### config.mk
export PLATFORM = sky130hd
export DESIGN_NAME = osc_timebase_rstgen
export DESIGN_NICKNAME = d
export VERILOG_FILES = /design/src/rtl/osc_timebase_rstgen.sv
export SDC_FILE = /design/constraint.sdc
export NUM_CORES = 1
export LEC_CHECK = 0
export CAP_MARGIN = 15
export CORE_MARGIN = 3
export CORE_UTILIZATION = 54
export CTS_CLUSTER_SIZE = 20
export DETAILED_ROUTE_END_ITERATION = 6
export PLACE_DENSITY = 0.79
export SETUP_SLACK_MARGIN = 0.02
export SYNTH_ARGS = -nofsm -noshare
export SYNTH_HDL_FRONTEND = slang
export SYNTH_SLANG_ARGS = --single-unit
### constraint.sdc
create_clock -name CLK -period 1.7 [get_ports CLK]
set_clock_uncertainty 0.15 [all_clocks]
set_input_delay 0.17 -clock CLK [delete_from_list [all_inputs] [get_ports CLK]]
set_output_delay 0.17 -clock CLK [all_outputs]
set_load 0.01 [all_outputs]
### src/rtl/osc_timebase_rstgen.sv
// osc_timebase_rstgen: fabric reset sequencer and system timebase for the
// 1 MHz RC oscillator domain.
//
// After the synchronised lock indication is seen, SYS_RESETN is held low for
// RST_HOLD_CYCLES cycles and then released. While released, the block produces
// a 1 ms strobe, a 1 s strobe and a heartbeat square wave. Losing lock
// re-asserts SYS_RESETN and clears the timebase.
//
// Optional feature: define OSC_TIMEBASE_UPTIME_EN to add the UPTIME_S seconds
// counter and its output port. Without the macro, neither the port nor the
// counter exists.
//
// Ports:
//   CLK         in   1   oscillator clock
//   RESETN      in   1   asynchronous active-low reset
//   LOCK_IN     in   1   asynchronous lock/ready indication
//   SYS_RESETN  out  1   registered fabric reset, active-low
//   TICK_1MS    out  1   one-cycle strobe once per ms
//   TICK_1S     out  1   one-cycle strobe once per s
//   HEARTBEAT   out  1   toggles every HEARTBEAT_MS ms
//   UPTIME_S    out  32  seconds since SYS_RESETN rose (OSC_TIMEBASE_UPTIME_EN only)

module osc_timebase_rstgen #(
    parameter int unsigned CLK_FREQ_HZ     = 1000000,
    parameter int unsigned RST_HOLD_CYCLES = 1000,
    parameter int unsigned HEARTBEAT_MS    = 500
) (
    input  logic        CLK,
    input  logic        RESETN,
    input  logic        LOCK_IN,
    output logic        SYS_RESETN,
    output logic        TICK_1MS,
    output logic        TICK_1S,
`ifdef OSC_TIMEBASE_UPTIME_EN
    output logic        HEARTBEAT,
    output logic [31:0] UPTIME_S
`else
    output logic        HEARTBEAT
`endif
);

    localparam int unsigned MS_DIV = CLK_FREQ_HZ / 1000;
    localparam int unsigned MS_W   = (MS_DIV > 1) ? $clog2(MS_DIV) : 1;
    localparam int unsigned HOLD_W = $clog2(RST_HOLD_CYCLES + 1);
    localparam int unsigned HB_W   = $clog2(HEARTBEAT_MS + 1);
    localparam int unsigned S_W    = 10;

    typedef enum logic [1:0] {
        WAIT_LOCK = 2'd0,
        HOLD      = 2'd1,
        RUN       = 2'd2
    } state_t;

    state_t            state;
    state_t            next_state;
    logic              lock_meta;
    logic              lock_s;
    logic [HOLD_W-1:0] hold_cnt;
    logic [MS_W-1:0]   ms_cnt;
    logic [S_W-1:0]    s_cnt;
    logic [HB_W-1:0]   hb_cnt;

    logic hold_done;
    logic run_next;
    logic run_cont;
    logic ms_wrap;
    logic s_wrap;
    logic hb_wrap;

    // Two-flop synchroniser for the asynchronous lock indication.
    always_ff @(posedge CLK or negedge RESETN) begin
        if (!RESETN) begin
            lock_meta <= 1'b0;
            lock_s    <= 1'b0;
        end else begin
            lock_meta <= LOCK_IN;
            lock_s    <= lock_meta;
        end
    end

    // State register.
    always_ff @(posedge CLK or negedge RESETN) begin
        if (!RESETN) begin
            state <= WAIT_LOCK;
        end else begin
            state <= next_state;
        end
    end

    assign hold_done = (hold_cnt == HOLD_W'(RST_HOLD_CYCLES - 1));

    // Next-state logic.
    always_comb begin
        next_state = state;
        case (state)
            WAIT_LOCK: if (lock_s) next_state = HOLD;
            HOLD: begin
                if (!lock_s)        next_state = WAIT_LOCK;
                else if (hold_done) next_state = RUN;
            end
            RUN:       if (!lock_s) next_state = WAIT_LOCK;
            default:   next_state = WAIT_LOCK;
        endcase
    end

    // Decodes feeding the output and counter registers. run_cont marks a
    // cycle that is in RUN and stays in RUN; only then does the timebase
    // advance, which keeps strobes off on the edge where lock is lost.
    always_comb begin
        run_next = 1'b0;
        run_cont = 1'b0;
        ms_wrap  = 1'b0;
        s_wrap   = 1'b0;
        hb_wrap  = 1'b0;
        run_next = (next_state == RUN);
        run_cont = (state == RUN) && run_next;
        ms_wrap  = run_cont && (ms_cnt == MS_W'(MS_DIV - 1));
        s_wrap   = (s_cnt == S_W'(999));
        hb_wrap  = (hb_cnt == HB_W'(HEARTBEAT_MS - 1));
    end

    // Reset hold counter and registered fabric reset.
    always_ff @(posedge CLK or negedge RESETN) begin
        if (!RESETN) begin
            hold_cnt   <= '0;
            SYS_RESETN <= 1'b0;
        end else begin
            if (state == HOLD && next_state == HOLD) begin
                hold_cnt <= hold_cnt + HOLD_W'(1);
            end else begin
                hold_cnt <= '0;
            end
            SYS_RESETN <= run_next;
        end
    end

    // Timebase: ms divider, seconds divider, heartbeat.
    // The heartbeat advances on the registered 1 ms strobe, so it toggles
    // one cycle after the strobe that completes its period.
    always_ff @(posedge CLK or negedge RESETN) begin
        if (!RESETN) begin
            ms_cnt    <= '0;
            s_cnt     <= '0;
            hb_cnt    <= '0;
            TICK_1MS  <= 1'b0;
            TICK_1S   <= 1'b0;
            HEARTBEAT <= 1'b0;
        end else if (run_cont) begin
            ms_cnt   <= ms_wrap ? '0 : ms_cnt + MS_W'(1);
            TICK_1MS <= ms_wrap;
            TICK_1S  <= ms_wrap && s_wrap;
            if (ms_wrap) begin
                s_cnt <= s_wrap ? '0 : s_cnt + S_W'(1);
            end
            if (TICK_1MS) begin
                hb_cnt <= hb_wrap ? '0 : hb_cnt + HB_W'(1);
                if (hb_wrap) begin
                    HEARTBEAT <= ~HEARTBEAT;
                end
            end
        end else begin
            ms_cnt    <= '0;
            s_cnt     <= '0;
            hb_cnt    <= '0;
            TICK_1MS  <= 1'b0;
            TICK_1S   <= 1'b0;
            HEARTBEAT <= 1'b0;
        end
    end

`ifdef OSC_TIMEBASE_UPTIME_EN
    // Seconds since release; bumps the cycle after each 1 s strobe.
    always_ff @(posedge CLK or negedge RESETN) begin
        if (!RESETN) begin
            UPTIME_S <= '0;
        end else if (!run_cont) begin
            UPTIME_S <= '0;
        end else if (TICK_1S) begin
            UPTIME_S <= UPTIME_S + 32'd1;
        end
    end
`endif

endmodule

==> summary.md, run 1 <==
| Metric | Value |
|---|---|
| Outcome | `complete, but fails checks` |
| Failing checks | `negative setup slack` |
| PD cells | `744.0 nW/um2` |
| DP Area | `roughly 2600 um2` |
| Iter 0 DRT Violations | `between 90 and 100` |
| Largest family of logic cells by synthesized area | `simple AND/OR/NAND/NOR gates` |
| Max-slew violation count | `0` |
| Core footprint | `3854 um2` |
| Skew-Pair Late Insertion Delay | `300 ps` |
| RD Place Congestion | `approximately 0.84` |
| Maxcap violations | `0` |
| Synthesized area | `2265 um2` |
| Complex-gate fraction of the synthesized area | `4.972%` |
| Adder-cell share of the synthesized area | `roughly 2.2%` |
| Die X-Extent | `70.76 um` |
| Largest fanout on the critical path | `3` |
| Design Area, Final | `2882 um2` |
| RSZ-0062 raised after global routing | `true` |
| Crit path kind | `flip-flop to flip-flop` |
| CTS clk-pin slew, worst paths | `around 90 ps` |
| Worst EP required | `between 1500 and 2000 ps` |
| Post-Synth Simple-Gate Area | `27.29%` |
| Multiplexer area fraction after synthesis | `less than 1%` |
| CTS tree | `done` |
| First-pass GRT wire length | `~8100 um` |
| Port Buffer Count | `6` |
| Vias | `about 1800` |
| Worst Setup Start Kind | `flip-flop` |
| Min cycle time layout | `1780 ps` |
| FMAX | `561.7 MHz` |
| Mapped Cells | `223` |
| Layout area overhead | `27.24%` |
| Root buffer cell | `clkbuf_8` |
| Peak supply drop | `0.6119 mV` |
| Ant. Diodes | `0` |
| Net Count, Synth | `230` |
| Placed cell count | `305` |
| GRT Resource Usage Total | `19.83%` |
| Initial antenna violation count | `0` |
| Synth async-reset ratio | `100.0%` |
| H-tree level count | `2` |
| HP Class | `primary input to asynchronous set/reset pin` |
| DRC Markers | `0` |
| Fin crit share | `104.7%` |
| Post-route ant nets | `0` |
| Least-Margin Pin Slew | `around 380 ps` |
| TritonRoute pass-1 iters | `4` |
| Yosys reg bits | `47` |
| Die area | `5007 um2` |
| EDFF count, synth | `0` |
| Area contributors post-synth | `dfrtp_1 (52%), nor2_1 (5.6%), xor2_1 (5.4%), xnor2_1 (5.0%), nand2_1 (3.0%)` |
| Area share of the largest cell type after synthesis | `51.93%` |
| Most frequent cell after synthesis | `dfrtp_1` |
| Fin cells | `319` |
| Max Root-Sink Buffers | `2` |
| Final worst setup slack | `-80.37 ps` |
| Slew HR | `74.59%` |
| Area share of xor/xnor cells in the synthesized design | `a little over a tenth` |
| CTS Buf Count | `5` |
| GRT overflow | `0` |
| TritonCTS Sinks | `47` |
| WL final | `4614 um` |
| Fraction of layout cells with a size suffix above 1 | `23.62%` |
| Setup-failing EPs final | `13` |
| Critical Path AT | `1870 ps` |
| # IOs | `7` |
| Mapped Avg Cell Area | `10.16 um2` |
| Initial core utilization | `58.77%` |
| Synth top cells by count | `dfrtp_1 (47), nor2_1 (34), nand2_1 (18), xor2_1 (14)` |
| Number of global-route vias before repair | `1879` |
| Seq/Total Area, Yosys | `51.93%` |
| DIE HEIGHT | `about 71 um` |
| Hold Fails Final Rpt | `0` |
| Detailed Place HPWL | `3132 um` |
| Row count | `22` |
| Dominant synthesized flop cell | `dfrtp_1` |
| Routed wire length per instance | `14.46 um` |
| Synthesis Warnings | `0` |
| DR vias/cell | `5.727` |
| Cell taking the most area after synthesis | `dfrtp_1` |
| Worst setup EP type | `flip-flop` |
| Number of library cell types mapped by synthesis | `39` |
| LEAKAGE | `approximately 1.2 nW` |
| Nets | `approximately 280` |
| Largest net degree at the start of global routing | `34` |
==> sequential cells by signal, indices dropped and copies added (netlist names) <==
signal and flops:
state 2, hold_cnt 10, TICK_1MS 1, lock_meta 1, ms_cnt 10, s_cnt 10, hb_cnt 9, HEARTBEAT 1
lock_s 1, TICK_1S 1, SYS_RESETN 1
==> layer usage <==
| layer | part of all wire (%) | global-route usage, % | up-vias |
|---|---|---|---|
| met5 | 0 | 0 | - |
| met4 | 1.9 | 7.516 | 0 |
| met3 | 4.2 | 4.403 | 12 |
| met2 | 49 | 31.72 | 50 |
| met1 | 45 | 26.40 | 889 |
| li1 | - | - | 876 |
==> per-stage QoR <==
stage	setup TNS [ps]	total power, mW	util (%)	hold slack [ps]	setup WS, ps
3_3_place_gp	-368.2	1.199	68.70	-47.35	-63.60
2_1_floorplan	-70.00	1.163	-	-275.6	-12.34
4_1_cts	-200.2	2.165	73.41	150.7	-84.62
5_1_grt	-1351	2.217	74.77	156.4	-123.5
6_report	-392.3	2.144	74.77	158.3	-80.37
3_5_place_dp	-781.2	1.200	68.70	-46.82	-78.88
==> cell usage in the layout (no fill, tap or decap), drive strengths merged, types with 2 or more instances in the layout <==
cell	Yosys	final
dfrtp	47	47
nand4b	3	3
a31oi	8	8
nor4	3	3
o21ai	3	3
xnor2	13	13
and3	7	7
inv	6	6
ha	4	4
o21a	2	2
nand2	18	18
nor2	34	34
nor3	6	6
nand3b	4	4
nor3b	3	3
nand4	9	9
nand3	13	13
or4	3	4
clkdlybuf4s50	0	4
xor2	14	14
clkbuf	2	5
bufinv	0	2
and2	4	4
buf	4	39
==> kinds of logic (layout without fill, tap and decap cells) <==
group                    Yosys count  in the layout
multiplexers                       1              1
AO/OA/AOI/OAI                     17             17
flip-flops                        47             47
adder cells (fa/ha/maj)            4              4
buffers and inverters             12             59
XOR/XNOR                          27             27
AND/OR/NAND/NOR                  115            116
==> where the power goes <==
group	internal, mW	leakage, nW	switching (mW)
Clock	0.586	0.0644	0.378
Sequential	1.12	0.649	0.00337
Combinational	0.0200	0.517	0.0332
==> area by class of cell <==
type,instances,area (um2)
flip-flops and latches,47,1176
multi-input cells,165,1117
fillers,266,972.2
repair buffers,45,369.1
clock buffers,5,68.82
clock inverters,3,67.56
well taps,48,60.06
inverters,6,22.52
==> repair_timing <==
item	4_1_cts	5_1_grt
endpoints found under the hold margin	47	0
gates cloned	1	0
pin swaps	0	6
resized for setup	5	8
hold buffers	1	0
endpoints found under the setup margin	29	28
buffers inserted	2	2
==> path summary, 6_finish.rpt <==
path	start	to	slack, ps	depth (start not counted)
max reg2reg	hold_cnt[3]	SYS_RESETN	-80	4
max	hold_cnt[3]	SYS_RESETN	-80	4
max in group asynchronous	RESETN	hold_cnt[1]	740	3
min	RESETN	s_cnt[4]	160	2
min in group CLK	LOCK_IN	lock_meta	160	1
min reg2reg	lock_meta	lock_s	210	0
==> critical path, stage by stage (launching register included) <==
cell and delay [ps]:
dfrtp_1 380, or3b_1 380, or4_4 470, nor3b_4 200, o21a_1 140
Note: power is estimated with default switching activity, not from simulation.
==> inputs of run 2 (changes only) <==
==> constraint.sdc (replaced) <==
create_clock -name CLK -period 1.6 [get_ports CLK]
set_clock_uncertainty 0.15 [all_clocks]
set_input_delay 0.16 -clock CLK [delete_from_list [all_inputs] [get_ports CLK]]
set_output_delay 0.16 -clock CLK [all_outputs]
set_load 0.01 [all_outputs]
==> run 2 against run 1 <==
Against the previous run:
- the flow still finishes with violations (negative setup slack)
- cell count rose by 8.2%
- combinational power increased by 16%
- critical path depth is 1 higher
- hold slack got worse by 14 ps
==> summary.md, run 2 (synthesis gave the netlist of run 1 again) <==
| Metric | Value |
|---|---|
| Ant. Diodes | `0` |
| Crit path kind | `flip-flop to flip-flop` |
| Maxcap violations | `0` |
| Vias | `2027` |
| Row count | `22` |
| Slew HR | `78.95%` |
| Root buffer cell | `clkbuf_8` |
| WL final | `6017 um` |
| GRT Resource Usage Total | `between 20% and 30%` |
| DIE HEIGHT | `approximately 71 um` |
| Fraction of layout cells with a size suffix above 1 | `35.35%` |
| Hold Fails Final Rpt | `0` |
| Skew-Pair Late Insertion Delay | `300 ps` |
| CTS clk-pin slew, worst paths | `about 90 ps` |
| Initial antenna violation count | `0` |
| Nets | `303` |
| Max-slew violation count | `0` |
| Design Area, Final | `between 3000 and 4000 um2` |
| Setup TNS | `-2843 ps` |
| Initial core utilization | `between 50% and 60%` |
| Final worst setup slack | `-214.9 ps` |
| CTS tree | `done` |
| Min cycle time layout | `1815 ps` |
| DP Area | `2760 um2` |
| Largest net degree at the start of global routing | `48` |
| Setup-failing EPs final | `30` |
| Fin crit share | `113.4%` |
| Worst Setup Start Kind | `flip-flop` |
| FMAX | `551.0 MHz` |
| Least-Margin Pin Slew | `312.8 ps` |
| Number of global-route vias before repair | `between 2000 and 2500` |
| Post-route ant nets | `0` |
| Worst setup EP type | `flip-flop` |
| LEAKAGE | `1.337 nW` |
| RSZ-0062 raised after global routing | `true` |
| Fin util | `about four fifths` |
| Failing checks | `negative setup slack` |
| CTS Buf Count | `5` |
| Regs by FF count | `hold_cnt (10), ms_cnt (10), s_cnt (10)` |
| Die area | `5007 um2` |
| Largest fanout on the critical path | `6` |
| DRC Markers | `0` |
| Layout area overhead | `39.39%` |
| Commonest non-fill, non-tap cells in the layout | `buf_4 (53), dfrtp_1 (47), nor2_1 (31)` |
| Critical Path AT | `about 1800 ps` |
| Peak supply drop | `between 0.4 and 0.5 mV` |
| First-pass GRT wire length | `9197 um` |
| TritonCTS Sinks | `47` |
| HP Class | `primary input to flip-flop` |
| Most common cell after layout, fill and taps aside | `buf_4` |
| H-tree level count | `2` |
| Port Buffer Count | `6` |
| Max Root-Sink Buffers | `2` |
| Outcome | `complete, but fails checks` |
| Detailed Place HPWL | `3304 um` |
| RD Place Congestion | `0.8243` |
| GRT overflow | `0` |
| Power Total | `roughly 2.0 mW` |
| Pre-CTS worst setup slack | `-189.5 ps` |
| TritonRoute pass-1 iters | `4` |
| PD cells | `626.9 nW/um2` |
| Core footprint | `3854 um2` |
| Iter 0 DRT Violations | `197` |
| Die X-Extent | `a little over 70 um` |
| # IOs | `7` |
| DR vias/cell | `5.875` |
| Worst EP required | `1620 ps` |
| Routed wire length per instance | `around 17 um` |
## run 2: area by class of cell
class | instances | area, um2
Clock inverter | 3 | 20.02
Clock buffer | 5 | 68.82
Multi-Input combinational cell | 165 | 1215
Inverter | 6 | 22.52
Sequential cell | 47 | 1176
Tap cell | 48 | 60.06
Fill cell | 209 | 696.9
Timing Repair Buffer | 71 | 594.3
## run 2: layer usage
metal	GRT usage [%]	wire length [um]
met5	0	0
met3	4.403	296
met1	27.82	2520
met4	8.142	230
met2	40.47	2970
## run 2: final timing paths
path | from | end | slack [ps] | cells past startpoint
setup reg to reg | s_cnt[0] | s_cnt[3] | -210 | 5
hold / removal | LOCK_IN | lock_meta | 140 | 1
max in group asynchronous | RESETN | ms_cnt[6] | 860 | 3
hold reg to reg | lock_meta | lock_s | 210 | 0
min in group asynchronous | RESETN | s_cnt[7] | 190 | 3
setup / recovery | s_cnt[0] | s_cnt[3] | -210 | 5
## run 2: where the power goes
group	switching [mW]	internal, mW	total [mW]	leakage, nW
sequential	0.00430	1.19	1.20	0.649
combinational	0.0362	0.0255	0.0617	0.648
clock	0.416	0.305	0.720	0.0402
total	0.456	1.52	1.98	1.34
## run 2: through the flow
| step | hold WS, ps | cells |
|---|---|---|
| after floorplan | -285.6 | 223 |
| after global placement | 9.508 | 320 |
| after detailed placement | 14.43 | 320 |
| after CTS | 137.3 | 344 |
| after global routing | 136.6 | 345 |
| final | 144.4 | 345 |
## run 2: worst max-delay path, cell delays in order, from the launching register on
cell and delay (ps):
dfrtp_1 370, ha_2 190, nand4b_1 180, or4_4 530, a31oi_1 190, a31oi_1 70
## run 2: timing repair
| item | CTS | global route |
|---|---|---|
| gates resized for setup | 24 | 20 |
| setup buffers | 15 | 1 |
| hold endpoints to repair | 47 | 0 |
| gates cloned | 1 | 0 |
| pin swaps | 12 | 13 |
| hold buffers | 1 | 0 |
| endpoints found under the setup margin | 31 | 33 |
==> inputs of run 3 (changes only) <==
--- a/config.mk
+++ b/config.mk
@@ -10,6 +10,7 @@
 export CORE_UTILIZATION = 54
 export CTS_CLUSTER_SIZE = 20
 export DETAILED_ROUTE_END_ITERATION = 6
+export HOLD_SLACK_MARGIN = 0.12
 export PLACE_DENSITY = 0.79
 export SETUP_SLACK_MARGIN = 0.02
 export SYNTH_ARGS = -nofsm -noshare
==> results of run 3 <==
Same layout as run 2: the final DEF is identical, and so are final timing and power.
